$ cat src/rtl/instruction_c_xfer.sv
// Compressed control-transfer unit: decodes c.j/c.jal/c.beqz/c.bnez/c.jr/c.jalr,
// optionally reads rs1 for one cycle, then holds the result until downstream takes it.
module instruction_c_xfer #(
  parameter int XLEN = 32,
  parameter int PC_W = 32
) (
  input  logic            iCLK,
  input  logic            iRST,
  input  logic            iVALID,
  input  logic [15:0]     iIR,
  input  logic [PC_W-1:0] iPC,
  input  logic [XLEN-1:0] iRS1_DATA,
  input  logic            iREADY,
  input  logic            iFLUSH,
  output logic            oREADY,
  output logic [4:0]      oRS1,
  output logic            oVALID,
  output logic [PC_W-1:0] oPC,
  output logic            oTAKEN,
  output logic            oWE,
  output logic [4:0]      oRD,
  output logic [XLEN-1:0] oALU_OUT,
  output logic            oILLEGAL
);

  typedef enum logic [1:0] {IDLE, RDREG, HOLD} state_t;

  state_t          state, nextState;
  logic [15:0]     irReg, curIr;
  logic [PC_W-1:0] pcReg, curPc;
  logic            accept, needRead, loadRs1, loadResult;
  logic            isJ, isJal, isBeqz, isBnez, isJr, isJalr, isIllegal, jrForm;
  logic [4:0]      rs1Idx;
  logic [11:0]     cjOff;
  logic [8:0]      cbOff;
  logic [PC_W-1:0] cjSext, cbSext, pcPlus2, pcPlusCj, pcPlusCb;
  logic [XLEN-1:0] link;
  logic [PC_W-1:0] resPc;
  logic            resTaken, resWe, resIll, rs1Zero;

  assign oREADY = (state == IDLE);
  assign oVALID = (state == HOLD);
  assign accept = iVALID && oREADY;

  // In IDLE the incoming instruction is decoded directly; afterwards the latched copy is used.
  always_comb begin
    curIr = irReg;
    curPc = pcReg;
    if (state == IDLE) begin
      curIr = iIR;
      curPc = iPC;
    end
  end

  always_comb begin
    isJ    = (curIr[1:0] == 2'b01) && (curIr[15:13] == 3'b101);
    isJal  = (curIr[1:0] == 2'b01) && (curIr[15:13] == 3'b001) && (XLEN == 32);
    isBeqz = (curIr[1:0] == 2'b01) && (curIr[15:13] == 3'b110);
    isBnez = (curIr[1:0] == 2'b01) && (curIr[15:13] == 3'b111);
    jrForm = (curIr[1:0] == 2'b10) && (curIr[15:13] == 3'b100) &&
             (curIr[6:2] == 5'd0) && (curIr[11:7] != 5'd0);
    isJr   = jrForm && !curIr[12];
    isJalr = jrForm && curIr[12];
    isIllegal = !(isJ || isJal || isBeqz || isBnez || isJr || isJalr);
    needRead  = isJr || isJalr || isBeqz || isBnez;
    rs1Idx    = jrForm ? curIr[11:7] : {2'b01, curIr[9:7]};
  end

  // Offsets are sign-extended (or truncated) straight to PC_W so all PC math wraps mod 2^PC_W.
  always_comb begin
    cjOff = {curIr[12], curIr[8], curIr[10:9], curIr[6], curIr[7], curIr[2],
             curIr[11], curIr[5:3], 1'b0};
    cbOff = {curIr[12], curIr[6:5], curIr[2], curIr[11:10], curIr[4:3], 1'b0};
    for (int i = 0; i < PC_W; i++) begin
      cjSext[i] = cjOff[(i < 12) ? i : 11];
      cbSext[i] = cbOff[(i < 9) ? i : 8];
    end
  end

  assign pcPlus2  = curPc + PC_W'(2);
  assign pcPlusCj = curPc + cjSext;
  assign pcPlusCb = curPc + cbSext;
  assign rs1Zero  = (iRS1_DATA == '0);

  always_comb begin
    link = '0;
    link[PC_W-1:0] = pcPlus2;
  end

  always_comb begin
    resPc    = pcPlus2;
    resTaken = 1'b0;
    resWe    = 1'b0;
    resIll   = 1'b0;
    if (isJ || isJal) begin
      resPc    = pcPlusCj;
      resTaken = 1'b1;
      resWe    = isJal;
    end else if (isJr || isJalr) begin
      resPc    = {iRS1_DATA[PC_W-1:1], 1'b0};
      resTaken = 1'b1;
      resWe    = isJalr;
    end else if (isBeqz || isBnez) begin
      resTaken = isBeqz ? rs1Zero : !rs1Zero;
      resPc    = resTaken ? pcPlusCb : pcPlus2;
    end else begin
      resIll   = isIllegal;
    end
  end

  // Flush overrides every transition, including a same-cycle accept or iREADY.
  always_comb begin
    nextState = state;
    case (state)
      IDLE:    if (accept) nextState = needRead ? RDREG : HOLD;
      RDREG:   nextState = HOLD;
      HOLD:    if (iREADY) nextState = IDLE;
      default: nextState = IDLE;
    endcase
    if (iFLUSH) nextState = IDLE;
  end

  assign loadRs1    = !iFLUSH && (state == IDLE) && accept && needRead;
  assign loadResult = !iFLUSH && (((state == IDLE) && accept && !needRead) || (state == RDREG));

  always_ff @(posedge iCLK or posedge iRST) begin
    if (iRST) state <= IDLE;
    else      state <= nextState;
  end

  always_ff @(posedge iCLK or posedge iRST) begin
    if (iRST) begin
      irReg    <= '0;
      pcReg    <= '0;
      oRS1     <= '0;
      oPC      <= '0;
      oTAKEN   <= 1'b0;
      oWE      <= 1'b0;
      oRD      <= '0;
      oALU_OUT <= '0;
      oILLEGAL <= 1'b0;
    end else begin
      if (accept) begin
        irReg <= iIR;
        pcReg <= iPC;
      end
      if (loadRs1) oRS1 <= rs1Idx;
      if (loadResult) begin
        oPC      <= resPc;
        oTAKEN   <= resTaken;
        oWE      <= resWe;
        oRD      <= resWe ? 5'd1 : 5'd0;
        oALU_OUT <= resWe ? link : '0;
        oILLEGAL <= resIll;
      end
    end
  end

endmodule

$ cat config.mk
export PLATFORM = sky130hd
export DESIGN_NAME = instruction_c_xfer
export DESIGN_NICKNAME = d
export VERILOG_FILES = /design/src/rtl/instruction_c_xfer.sv
export SDC_FILE = /design/constraint.sdc
export NUM_CORES = 1
export LEC_CHECK = 0
export BUFFER_PORTS_ARGS = -buffer_cell sky130_fd_sc_hd__buf_4
export CAP_MARGIN = 30
export CELL_PAD_IN_SITES_DETAIL_PLACEMENT = 2
export CELL_PAD_IN_SITES_GLOBAL_PLACEMENT = 2
export CORE_ASPECT_RATIO = 1.25
export CORE_MARGIN = 1.5
export CORE_UTILIZATION = 32
export CTS_BUF_LIST = sky130_fd_sc_hd__clkbuf_4
export CTS_CLUSTER_DIAMETER = 50
export CTS_CLUSTER_SIZE = 14
export DETAILED_ROUTE_END_ITERATION = 16
export GPL_TIMING_DRIVEN = 1
export PLACE_DENSITY_LB_ADDON = 0.1
export SLEW_MARGIN = 10
export SYNTH_ARGS = -nofsm -noshare
export SYNTH_HDL_FRONTEND = slang
export SYNTH_SLANG_ARGS = --single-unit
$ cat constraint.sdc
create_clock -name iCLK -period 4.8 [get_ports iCLK]
set_input_delay 0.72 -clock iCLK [delete_from_list [all_inputs] [get_ports iCLK]]
set_output_delay 0.72 -clock iCLK [all_outputs]
set_load 0.01 [all_outputs]
==> results_tabular.tex, run 1 <==
\begin{tabular}{lr}
\hline
Metric & Value \\
\hline
\multicolumn{2}{l}{\textbf{Synth}} \\
\quad Number of synthesis warnings & 0 \\
\quad Most used DFF post-synth & sky130\_fd\_sc\_hd\_\_dfrtp\_1 \\
\quad Proportion of register bits with asynchronous set or reset after synthesis & 1.00 \\
\quad Avg Inst Size Synth & 8.19 um\^{}2 \\
\quad Cells after synthesis & 1,275 \\
\quad Post-synthesis sequential area ratio & 0.292 \\
\quad Count of different cell masters after synthesis & 88 \\
\quad Post-Synthesis Cell Area & around 10,000 um\^{}2 \\
\quad Count of flip-flops with a built-in enable after synthesis & 0 \\
\quad Number of flip-flops and latches in the synthesized netlist & $\sim$120 \\
\multicolumn{2}{l}{\textbf{Clock tree}} \\
\quad Total of cells resized after clock tree synthesis & 0 \\
\quad Total CTS buffers & 17 \\
\quad Clock transition at path regs & 0.16 ns \\
\quad Hold-fix buffers, CTS & 0 \\
\quad Root Driver & sky130\_fd\_sc\_hd\_\_clkbuf\_4 \\
\quad Max Root-Sink Buffers & 2 \\
\quad Setup Fix Bufs, Post-CTS & 0 \\
\quad TritonCTS clock tree & done \\
\quad Worst-Skew Late Latency & 0.61 ns \\
\quad Sink Count & 122 \\
\quad \# H-tree levels & 4 \\
\multicolumn{2}{l}{\textbf{Routing}} \\
\quad Total wire length after detailed routing & $\sim$50,000 um \\
\quad Detail Route Antenna Nets & 0 \\
\quad Routed wire per std cell & 27.0 um \\
\quad Total vias in the final route & about 11,000 \\
\quad DRC & 0 \\
\quad Total iterations of the first detailed-routing run & 5 \\
\quad Violation count after the first detailed-routing iteration & 573 \\
\quad Via count normalized by instance count & 5.91 \\
\multicolumn{2}{l}{\textbf{Setup path}} \\
\quad Type of destination of the critical path & flop \\
\quad Worst path required time & 5.30 ns \\
\quad Element type at the critical path start & flop \\
\quad Maximum fanout count along the critical path & 38 \\
\quad Arr. time, crit path & approximately 4.8 ns \\
\quad Slowest cell on crit path & sky130\_fd\_sc\_hd\_\_o21ai\_0 \\
\quad Buffers plus inverters on the worst setup path & 3 \\
\quad Critical path, cell by cell & or2\_2 > inv\_2 > buf\_12 > nand2\_1 > nand2\_1 > ha\_1 > or3b\_1 > o22ai\_1 > buf\_4 > nand4\_1 > and2\_1 > o21ai\_0 > a21oi\_1 > o21ai\_0 > xor2\_1 > a221o\_1 \\
\quad Top Family by Delay on Critical Path & compound AO/OA/AOI/OAI gates \\
\quad CP Class & reg2reg \\
\quad Worst stage delay on the critical path & 0.47 ns \\
\multicolumn{2}{l}{\textbf{STA}} \\
\quad Top achievable clock speed & 232 MHz \\
\quad Part of the cycle the worst path needs & 0.898 \\
\quad Slew at the pin with the worst max-slew slack & 0.946 ns \\
\quad Largest clock skew in the final design & between 0.03 and 0.04 ns \\
\quad Setup TNS & 0 ns \\
\quad Min Tclk post-route & 4.31 ns \\
\quad Final-report max-slew violation count & 0 \\
\quad Headroom to the max-slew limit & 0.363 \\
\quad Count of endpoints failing hold in the final timing report & 0 \\
\quad Fin Hold WS & 0.188 ns \\
\quad Worst-case setup margin in the final layout & 0.490 ns \\
\quad RSZ-0062 raised after global routing & false \\
\quad Setup-violating endpoint count in the final report & 0 \\
\multicolumn{2}{l}{\textbf{Global routing}} \\
\quad Via count of the first global-routing pass & 11,857 \\
\quad Initial antenna violation count & 2 \\
\quad Gr usage total & 0.300 \\
\quad Wire length of the first global-routing pass & 74,600 um \\
\quad Maximum number of pins on one net before global-route repair & 75 \\
\quad Global route total overflow & 0 \\
\multicolumn{2}{l}{\textbf{Floorplanning}} \\
\quad Number of cell rows & 73 \\
\quad Die extent in x & approximately 160 um \\
\quad Initial Utilization & 0.327 \\
\quad Core outline area & 32,000 um\^{}2 \\
\quad Die outline height & 205 um \\
\quad Die outline area & between 30,000 and 40,000 um\^{}2 \\
\quad Top Ports & 164 \\
\multicolumn{2}{l}{\textbf{Layout}} \\
\quad Fraction of final layout cells with drive strength greater than 1 & 0.225 \\
\quad Commonest cells after routing, fill and taps aside & sky130\_fd\_sc\_hd\_\_buf\_4, sky130\_fd\_sc\_hd\_\_nand2\_1, sky130\_fd\_sc\_hd\_\_dfrtp\_1 \\
\quad Final core area utilization & 0.394 \\
\quad Most common cell after layout, fill and taps aside & sky130\_fd\_sc\_hd\_\_buf\_4 \\
\quad Filler-free cell count of the finished design & 1,842 \\
\quad NumNets Final & between 1,500 and 2,000 \\
\quad Sequential cell area & just over 3000 um\^{}2 \\
\quad Multi-input gate area in the final layout & around 6900 um\^{}2 \\
\quad Post-layout instance area & 12,600 um\^{}2 \\
\quad Number of fill cells & between 3,000 and 4,000 \\
\quad Area growth from synthesis to layout & 20.5\% \\
\multicolumn{2}{l}{\textbf{Outcome}} \\
\quad Outcome & complete, no violations \\
\multicolumn{2}{l}{\textbf{Place}} \\
\quad Instance area at placement & 12,300 um\^{}2 \\
\quad Half-perimeter wire length after detailed placement & just under 40,000 um \\
\quad Quantity of I/O buffers inserted on ports & 159 \\
\quad RD Place Congestion & 0.906 \\
\quad Worst setup slack before clock tree synthesis & 0.320 ns \\
\quad Placed Instances & 1,808 \\
\multicolumn{2}{l}{\textbf{Flow run}} \\
\quad Max-capacitance violation count & 0 \\
\multicolumn{2}{l}{\textbf{Power and ir drop}} \\
\quad Worst IR drop on VDD & 0.141 mV \\
\quad Total power after layout & 4.43 mW \\
\quad Power density normalized to cell area & $\sim$350 nW/um\^{}2 \\
\quad Leakage power & between 5 and 6 nW \\
\multicolumn{2}{l}{\textbf{Hold path}} \\
\quad Path class of the lowest-slack min-delay path & in2async \\
\hline
\end{tabular}
synthesized netlist by cell type, types with 11 or more instances:
cell type | n | share of area
sky130_fd_sc_hd__dfrtp_1 | 122 | 0.29
sky130_fd_sc_hd__mux2i_1 | 43 | 0.041
sky130_fd_sc_hd__o21ai_0 | 79 | 0.038
sky130_fd_sc_hd__a21oi_1 | 56 | 0.027
sky130_fd_sc_hd__nor3_1 | 30 | 0.014
sky130_fd_sc_hd__a31oi_1 | 27 | 0.016
sky130_fd_sc_hd__a21o_1 | 12 | 0.0086
sky130_fd_sc_hd__xnor2_1 | 52 | 0.044
sky130_fd_sc_hd__clkbuf_1 | 62 | 0.022
sky130_fd_sc_hd__ha_1 | 23 | 0.028
sky130_fd_sc_hd__and2_1 | 13 | 0.0078
sky130_fd_sc_hd__and3_1 | 15 | 0.0090
sky130_fd_sc_hd__nor4_1 | 22 | 0.013
sky130_fd_sc_hd__inv_1 | 27 | 0.0097
sky130_fd_sc_hd__o31ai_1 | 21 | 0.015
sky130_fd_sc_hd__a221oi_1 | 24 | 0.020
sky130_fd_sc_hd__maj3_1 | 11 | 0.011
sky130_fd_sc_hd__nand3_1 | 28 | 0.013
sky130_fd_sc_hd__mux2_2 | 52 | 0.056
sky130_fd_sc_hd__nor2_1 | 98 | 0.035
sky130_fd_sc_hd__buf_1 | 21 | 0.0075
sky130_fd_sc_hd__a22o_1 | 17 | 0.014
sky130_fd_sc_hd__nand2_1 | 157 | 0.056
sky130_fd_sc_hd__nand4_1 | 16 | 0.0096
sky130_fd_sc_hd__xor2_1 | 29 | 0.024
sky130_fd_sc_hd__o211ai_1 | 20 | 0.014
cell families (layout without fill, tap and decap cells):
| kind of cell | count (synthesis) | after routing | synth area share |
|---|---|---|---|
| other | 1 | 6 | 0.000359 |
| AOI/OAI and AO/OA | 364 | 364 | 0.240 |
| xor gates and xnor gates | 81 | 81 | 0.0679 |
| buffers and inverters | 127 | 277 | 0.0495 |
| muxes | 96 | 96 | 0.0983 |
| adders and majority gates | 34 | 34 | 0.0381 |
| DFF | 122 | 122 | 0.292 |
| and+or+nand+nor | 450 | 450 | 0.213 |
power by group:
group / leakage (nW) / switching [mW] / internal [mW]
Clock: 0.154 / 0.514 / 0.328
Sequential: 1.51 / 0.164 / 1.20
Combinational: 3.73 / 1.36 / 0.861
Total: 5.39 / 2.04 / 2.39
area by class of cell:
class	count	area share
clock inverters	14	0.0129
inverters	29	0.00885
diodes	2	0.000398
clock buffers	18	0.0107
flip-flops and latches	122	0.243
repair buffers	216	0.134
multi-input cells	1029	0.550
well taps	412	0.0410
state kept, by name (all words and copies together), names as in the netlist:
signal / cells
oALU_OUT: 32
oWE: 1
oPC: 32
state: 2
oTAKEN: 1
oILLEGAL: 1
oRS1: 5
irReg: 16
pcReg: 32
worst paths after layout:
| check | start | endpoint | slack [ns] | depth (start not counted) |
|---|---|---|---|---|
| min | iRST | oPC[25] | 0.19 | 2 |
| max | state[0] | oPC[24] | 0.49 | 16 |
| min reg2reg | oALU_OUT[4] | oALU_OUT[4] | 0.50 | 2 |
| max reg2reg | state[0] | oPC[24] | 0.49 | 16 |
| min in group iCLK | iIR[13] | irReg[13] | 0.34 | 3 |
| max in group asynchronous | iRST | state[0] | 3.70 | 3 |
per-layer routing:
metal / vias to the layer above / GRT usage / wire (um)
li1: 5012 / - / -
met2: 211 / 0.560 / 26700
met4: 0 / 0.175 / 3030
met3: 96 / 0.0312 / 1100
met1: 5575 / 0.323 / 18900
met5: - / 0 / 0
(Power assumes the default switching activity.)
==> inputs of run 2 (changes only) <==
Settings changed: CORE_ASPECT_RATIO 1.25 to unset, CORE_UTILIZATION 32 to 31, CTS_BUF_LIST sky130_fd_sc_hd__clkbuf_4 to sky130_fd_sc_hd__clkbuf_8 sky130_fd_sc_hd__clkbuf_16.
==> run 2 against run 1 <==
Against the previous run: via count hardly changed; combinational power barely moved; die area rose by 3.2%; critical endpoint is now oPC[15]; largest power group unchanged.
==> results_tabular.tex, run 2 (synthesis results as in run 1) <==
\begin{tabular}{lr}
\hline
Metric & Value \\
\hline
\multicolumn{2}{l}{\textbf{Floorplanning}} \\
\quad Die outline area & about 35,000 um\^{}2 \\
\quad Number of cell rows & 67 \\
\quad Die outline height & around 190 um \\
\quad Die extent in x & roughly 190 um \\
\quad Top Ports & 164 \\
\quad Initial Utilization & 0.313 \\
\quad Core outline area & 33,400 um\^{}2 \\
\multicolumn{2}{l}{\textbf{Setup path}} \\
\quad Worst path required time & 5.10 ns \\
\quad Startpoint of the most critical setup path & state[0] \\
\quad Start of the worst register-to-register path & state[0] \\
\quad Arr. time, crit path & 4.77 ns \\
\quad CP Class & reg2reg \\
\quad Maximum fanout count along the critical path & 32 \\
\quad Element type at the critical path start & flop \\
\quad Type of destination of the critical path & flop \\
\multicolumn{2}{l}{\textbf{Place}} \\
\quad Placed Instances & 1,845 \\
\quad Half-perimeter wire length after detailed placement & 37,100 um \\
\quad Worst setup slack before clock tree synthesis & 0.307 ns \\
\quad Quantity of I/O buffers inserted on ports & $\sim$160 \\
\quad RD Place Congestion & about 0.9 \\
\quad Instance area at placement & 12,300 um\^{}2 \\
\multicolumn{2}{l}{\textbf{Global routing}} \\
\quad Initial antenna violation count & 1 \\
\quad Gr usage total & 0.273 \\
\quad Wire length of the first global-routing pass & 72,600 um \\
\quad Maximum number of pins on one net before global-route repair & 93 \\
\quad Via count of the first global-routing pass & 11,338 \\
\quad Global route total overflow & 0 \\
\multicolumn{2}{l}{\textbf{STA}} \\
\quad RSZ-0062 raised after global routing & false \\
\quad Count of endpoints failing hold in the final timing report & 0 \\
\quad Setup-violating endpoint count in the final report & 0 \\
\quad Slew at the pin with the worst max-slew slack & 1.00 ns \\
\quad Top achievable clock speed & 224 MHz \\
\quad Fin Hold WS & 0.256 ns \\
\quad Min Tclk post-route & 4.47 ns \\
\quad Final-report max-slew violation count & 0 \\
\quad Largest clock skew in the final design & 0.0123 ns \\
\quad Setup TNS & 0 ns \\
\quad Worst-case setup margin in the final layout & 0.327 ns \\
\quad Part of the cycle the worst path needs & 0.932 \\
\quad Headroom to the max-slew limit & 0.330 \\
\multicolumn{2}{l}{\textbf{Routing}} \\
\quad Via count normalized by instance count & 5.81 \\
\quad DRC & 0 \\
\quad Routed wire per std cell & $\sim$25 um \\
\quad Violation count after the first detailed-routing iteration & $\sim$660 \\
\quad Total vias in the final route & 10,901 \\
\quad Detail Route Antenna Nets & 0 \\
\quad Total wire length after detailed routing & 47,500 um \\
\quad Total iterations of the first detailed-routing run & 5 \\
\multicolumn{2}{l}{\textbf{Power and ir drop}} \\
\quad Net switching power & 2.03 mW \\
\quad Switching power share of the total & 0.409 \\
\quad Power density normalized to cell area & 383 nW/um\^{}2 \\
\quad Sequential fraction of design power & 0.277 \\
\quad Leakage power & 5.56 nW \\
\quad Relative contribution of combinational cells to total power & 0.445 \\
\quad Proportion of power drawn by the clock network & 0.278 \\
\quad Total power after layout & 4.95 mW \\
\quad Design internal power & approximately 3 mW \\
\quad Worst IR drop on VDD & around 0.24 mV \\
\multicolumn{2}{l}{\textbf{Clock tree}} \\
\quad Total of cells resized after clock tree synthesis & 0 \\
\quad Root Driver & sky130\_fd\_sc\_hd\_\_clkbuf\_16 \\
\quad \# H-tree levels & 4 \\
\quad Total CTS buffers & 17 \\
\quad Clock transition at path regs & 0.06 ns \\
\quad Sink Count & roughly 120 \\
\quad TritonCTS clock tree & done \\
\quad Setup Fix Bufs, Post-CTS & 0 \\
\quad Hold-fix buffers, CTS & 0 \\
\quad Worst-Skew Late Latency & 0.45 ns \\
\quad Max Root-Sink Buffers & 2 \\
\multicolumn{2}{l}{\textbf{Layout}} \\
\quad Sequential cell area & 3050 um\^{}2 \\
\quad Antenna Diode Count & 0 \\
\quad Area growth from synthesis to layout & 23.7\% \\
\quad Fraction of final layout cells with drive strength greater than 1 & 0.223 \\
\quad Post-layout instance area & $\sim$13,000 um\^{}2 \\
\quad Multi-input gate area in the final layout & roughly 6900 um\^{}2 \\
\quad Final core area utilization & 0.387 \\
\quad Number of fill cells & between 3,000 and 4,000 \\
\quad Regs by FF count & oALU\_OUT x32, oPC x32, pcReg x32 \\
\quad NumNets Final & 1,525 \\
\quad Most common cell after layout, fill and taps aside & sky130\_fd\_sc\_hd\_\_buf\_4 \\
\quad Filler-free cell count of the finished design & 1,877 \\
\quad Commonest cells after routing, fill and taps aside & sky130\_fd\_sc\_hd\_\_buf\_4, sky130\_fd\_sc\_hd\_\_nand2\_1, sky130\_fd\_sc\_hd\_\_dfrtp\_1 \\
\multicolumn{2}{l}{\textbf{Outcome}} \\
\quad Outcome & complete, no violations \\
\multicolumn{2}{l}{\textbf{Hold path}} \\
\quad Path class of the lowest-slack min-delay path & in2async \\
\multicolumn{2}{l}{\textbf{Flow run}} \\
\quad Max-capacitance violation count & 0 \\
\hline
\end{tabular}
-- run 2: cell count changes in the layout (fill, tap and decap cells not counted), sizes merged --
cell,delta
diode,-2
inv,-3
bufinv,+1
clkbuf,+3
buf,+2
clkinvlp,-3
clkinv,+1
-- run 2: layout make-up --
class | instances | area share
Multi-Input combinational cell | 1029 | 0.535
Sequential cell | 122 | 0.236
Timing Repair Buffer | 218 | 0.130
Tap cell | 448 | 0.0434
Clock buffer | 21 | 0.0372
Clock inverter | 10 | 0.00968
Inverter | 29 | 0.00881
-- run 2: worst paths after layout --
kind | slack (ns) | cells after the start | end
max | 0.33 | 13 | oPC[15]
min | 0.26 | 2 | oPC[6]
max reg2reg | 0.33 | 13 | oPC[15]
min reg2reg | 0.48 | 2 | oALU_OUT[3]
max in group asynchronous | 3.39 | 4 | irReg[10]
min in group iCLK | 0.48 | 2 | oALU_OUT[3]
-- run 2: metal layers --
metal,up-vias,wire (um),global-route usage
li1,5022,-,-
met1,5559,24700,0.425
met2,287,19600,0.388
met3,33,2550,0.0444
met4,0,636,0.0648
met5,-,0,0
-- run 2: critical path: stages (launching register included) --
cell	delay (ns)
sky130_fd_sc_hd__dfrtp_1	0.37
sky130_fd_sc_hd__buf_4	0.22
sky130_fd_sc_hd__buf_4	0.27
sky130_fd_sc_hd__or3b_1	0.48
sky130_fd_sc_hd__a222oi_1	0.34
sky130_fd_sc_hd__buf_4	0.20
sky130_fd_sc_hd__nand4_2	0.23
sky130_fd_sc_hd__buf_4	0.27
sky130_fd_sc_hd__nor4_1	0.46
sky130_fd_sc_hd__nand2_1	0.12
sky130_fd_sc_hd__xnor2_1	0.25
sky130_fd_sc_hd__a221o_1	0.43
sky130_fd_sc_hd__nor4_1	0.53
sky130_fd_sc_hd__nor3_1	0.12
-- run 2: power by group through the flow --
| stage | Combinational (mW) | Sequential, mW | Clock (mW) |
|---|---|---|---|
| finish | 2.20 | 1.37 | 1.38 |
| global route | 2.38 | 1.39 | 1.44 |
| CTS | 2.18 | 1.37 | 1.40 |
| detailed placement | 2.17 | 1.39 | 0 |
| global placement | 2.12 | 1.38 | 0 |
| floorplan | 1.27 | 1.37 | 0 |
==> inputs of run 3 (changes only) <==
Settings changed: BUFFER_PORTS_ARGS -buffer_cell sky130_fd_sc_hd__buf_4 to -buffer_cell sky130_fd_sc_hd__buf_2, CAP_MARGIN 30 to 20.
==> run 3 against run 2 <==
Against the previous run: wire length grew 2.3%; maximum frequency grew 1.9%; worst hold slack gained 0.15 ns; total power shrank 2.7%; clock-buffer cell count shrank 4; worst setup slack gained 0.083 ns; critical path depth grew 2; sequential power is essentially flat; global-route usage grew 0.89 points; sequential share of layout area grew 0.88 points.
==> results_tabular.tex, run 3 (synthesis results as in run 1) <==
\begin{tabular}{lr}
\hline
Metric & Value \\
\hline
\multicolumn{2}{l}{\textbf{Floorplanning}} \\
\quad Core outline area & 33,400 um\^{}2 \\
\quad Die outline height & 187 um \\
\quad Die extent in x & 187 um \\
\quad Initial Utilization & 0.313 \\
\quad Die outline area & between 30,000 and 40,000 um\^{}2 \\
\quad Number of cell rows & 67 \\
\quad Top Ports & 164 \\
\multicolumn{2}{l}{\textbf{STA}} \\
\quad Min Tclk post-route & 4.39 ns \\
\quad Part of the cycle the worst path needs & 0.914 \\
\quad RSZ-0062 raised after global routing & false \\
\quad Top achievable clock speed & 228 MHz \\
\quad Setup TNS & 0 ns \\
\quad Headroom to the max-slew limit & 0.247 \\
\quad Largest clock skew in the final design & 0.0121 ns \\
\quad Slew at the pin with the worst max-slew slack & 1.12 ns \\
\quad Worst-case setup margin in the final layout & roughly 0.4 ns \\
\quad Setup-violating endpoint count in the final report & 0 \\
\quad Count of endpoints failing hold in the final timing report & 0 \\
\quad Final-report max-slew violation count & 0 \\
\multicolumn{2}{l}{\textbf{Setup path}} \\
\quad Worst r2r dst & oPC[30] \\
\quad Worst path required time & 5.17 ns \\
\quad Critical path, cell by cell & buf\_4 > or3b\_1 > and2\_1 > inv\_2 > buf\_4 > ha\_1 > a21o\_1 > a21o\_1 > a31o\_2 > a221oi\_1 > o21a\_1 > o21ai\_0 > a21oi\_1 > a311oi\_1 > a31oi\_1 \\
\quad CP Class & reg2reg \\
\quad Type of destination of the critical path & flop \\
\quad Maximum fanout count along the critical path & 41 \\
\quad Element type at the critical path start & flop \\
\quad Start of the worst register-to-register path & state[1] \\
\quad Register-to-register setup slack & about 0.4 ns \\
\quad Slowest cell on crit path & sky130\_fd\_sc\_hd\_\_a221oi\_1 \\
\quad Arr. time, crit path & 4.76 ns \\
\quad Worst stage delay on the critical path & about 0.57 ns \\
\quad FF-to-FF path depth & 15 \\
\multicolumn{2}{l}{\textbf{Routing}} \\
\quad Via count normalized by instance count & 5.81 \\
\quad Total vias in the final route & roughly 11,000 \\
\quad Met2 wire length & 19,800 um \\
\quad Violation count after the first detailed-routing iteration & 609 \\
\quad Topmost layer with routed signal wires & met4 \\
\quad DRC & 0 \\
\quad Total wire length after detailed routing & $\sim$50,000 um \\
\quad Routed wire per std cell & 25.9 um \\
\quad Wire length the detailed router placed on met1 & 25,700 um \\
\quad Met3 routed WL & 2490 um \\
\quad Total iterations of the first detailed-routing run & 6 \\
\quad Detail Route Antenna Nets & 0 \\
\multicolumn{2}{l}{\textbf{Layout}} \\
\quad NumNets Final & 1,522 \\
\quad Area growth from synthesis to layout & 19.3\% \\
\quad Fraction of final layout cells with drive strength greater than 1 & 0.224 \\
\quad Commonest cells after routing, fill and taps aside & sky130\_fd\_sc\_hd\_\_buf\_2, sky130\_fd\_sc\_hd\_\_nand2\_1, sky130\_fd\_sc\_hd\_\_dfrtp\_1 \\
\quad Regs by FF count & oALU\_OUT x32, oPC x32, pcReg x32 \\
\quad Most common cell after layout, fill and taps aside & sky130\_fd\_sc\_hd\_\_buf\_2 \\
\quad Filler-free cell count of the finished design & 1,875 \\
\multicolumn{2}{l}{\textbf{Power and ir drop}} \\
\quad Leakage power & 5.39 nW \\
\quad Power density normalized to cell area & 386 nW/um\^{}2 \\
\quad Worst IR drop on VDD & 0.269 mV \\
\multicolumn{2}{l}{\textbf{Clock tree}} \\
\quad Sink Count & 122 \\
\quad Clock transition at path regs & 0.06 ns \\
\quad Total of cells resized after clock tree synthesis & 0 \\
\quad Total CTS buffers & 17 \\
\quad \# H-tree levels & 4 \\
\quad Hold-fix buffers, CTS & 0 \\
\quad TritonCTS clock tree & done \\
\quad Worst-Skew Late Latency & 0.45 ns \\
\quad Max Root-Sink Buffers & 2 \\
\quad Root Driver & sky130\_fd\_sc\_hd\_\_clkbuf\_16 \\
\quad Setup Fix Bufs, Post-CTS & 0 \\
\multicolumn{2}{l}{\textbf{Place}} \\
\quad Half-perimeter wire length after detailed placement & 38,000 um \\
\quad RD Place Congestion & between 0.9 and 1 \\
\quad Worst setup slack before clock tree synthesis & 0.396 ns \\
\quad Quantity of I/O buffers inserted on ports & $\sim$160 \\
\quad Placed Instances & 1,843 \\
\multicolumn{2}{l}{\textbf{Global routing}} \\
\quad Wire length of the first global-routing pass & roughly 75,000 um \\
\quad Via count of the first global-routing pass & 11,410 \\
\quad Global route total overflow & 0 \\
\quad Maximum number of pins on one net before global-route repair & 67 \\
\quad Initial antenna violation count & 1 \\
\quad Gr usage total & 0.282 \\
\multicolumn{2}{l}{\textbf{Outcome}} \\
\quad Outcome & complete, no violations \\
\multicolumn{2}{l}{\textbf{Hold path}} \\
\quad Path class of the lowest-slack min-delay path & in2async \\
\multicolumn{2}{l}{\textbf{Flow run}} \\
\quad Max-capacitance violation count & 0 \\
\hline
\end{tabular}
==> run 3: cell count changes in the layout (fill, tap and decap cells not counted), sizes merged <==
cell / previous run / this run
buf: 218 / 215
bufinv: 3 / 2
clkinvlp: 0 / 4
clkbuf: 21 / 17
clkinv: 4 / 5
diode: 0 / 1
==> run 3: power by group <==
part / switching [mW] / internal [mW]
Clock: 0.551 / 0.762
Sequential: 0.156 / 1.20
Combinational: 1.37 / 0.772
Total: 2.07 / 2.74
==> run 3: cell type report <==
cell class,count,area (um^2)
fillers,3909,20900
diodes,1,2.50
repair buffers,215,1240
well taps,448,561
flip-flops and latches,122,3050
clock buffers,17,425
clock inverters,14,149
multi-input cells,1029,6920
inverters,29,111
==> run 3: critical path: cells and delay by family (launching register included) <==
family	cells	cell delay [ns]
AO/OA/AOI/OAI	9	2.23
buffers and inverters	3	0.67
AND/OR/NAND/NOR	2	0.66
flip-flops	1	0.38
adder cells (fa/ha/maj)	1	0.35
==> run 3: worst max-delay path by stage <==
stage | startpoint | end | slack (ns) | depth (start not counted)
global placement | iIR[12] | oPC[24] | 0.50 | 14
global route | state[0] | oPC[22] | 0.17 | 16
CTS | state[1] | oPC[30] | 0.50 | 15
finish | state[1] | oPC[30] | 0.41 | 15
floorplan | state[1] | oPC[31] | 0.05 | 19
detailed placement | iIR[12] | oPC[30] | 0.40 | 15
==> run 3: stage by stage <==
step | area (um^2) | power [mW] | hold slack [ns] | util
final | 12500 | 4.81 | 0.402 | 0.374
after detailed placement | 11900 | 3.48 | 0.462 | 0.356
after global routing | 12500 | 5.08 | 0.473 | 0.374
after CTS | 12500 | 4.82 | 0.430 | 0.374
after global placement | 11900 | 3.43 | 0.456 | 0.356
after floorplan | 10500 | 2.63 | 0.474 | -
==> run 3: per-layer routing <==
metal	vias up	track usage
li1	5020	-
met1	5553	0.441
met2	287	0.397
met3	37	0.0474
met4	0	0.0658
met5	-	0
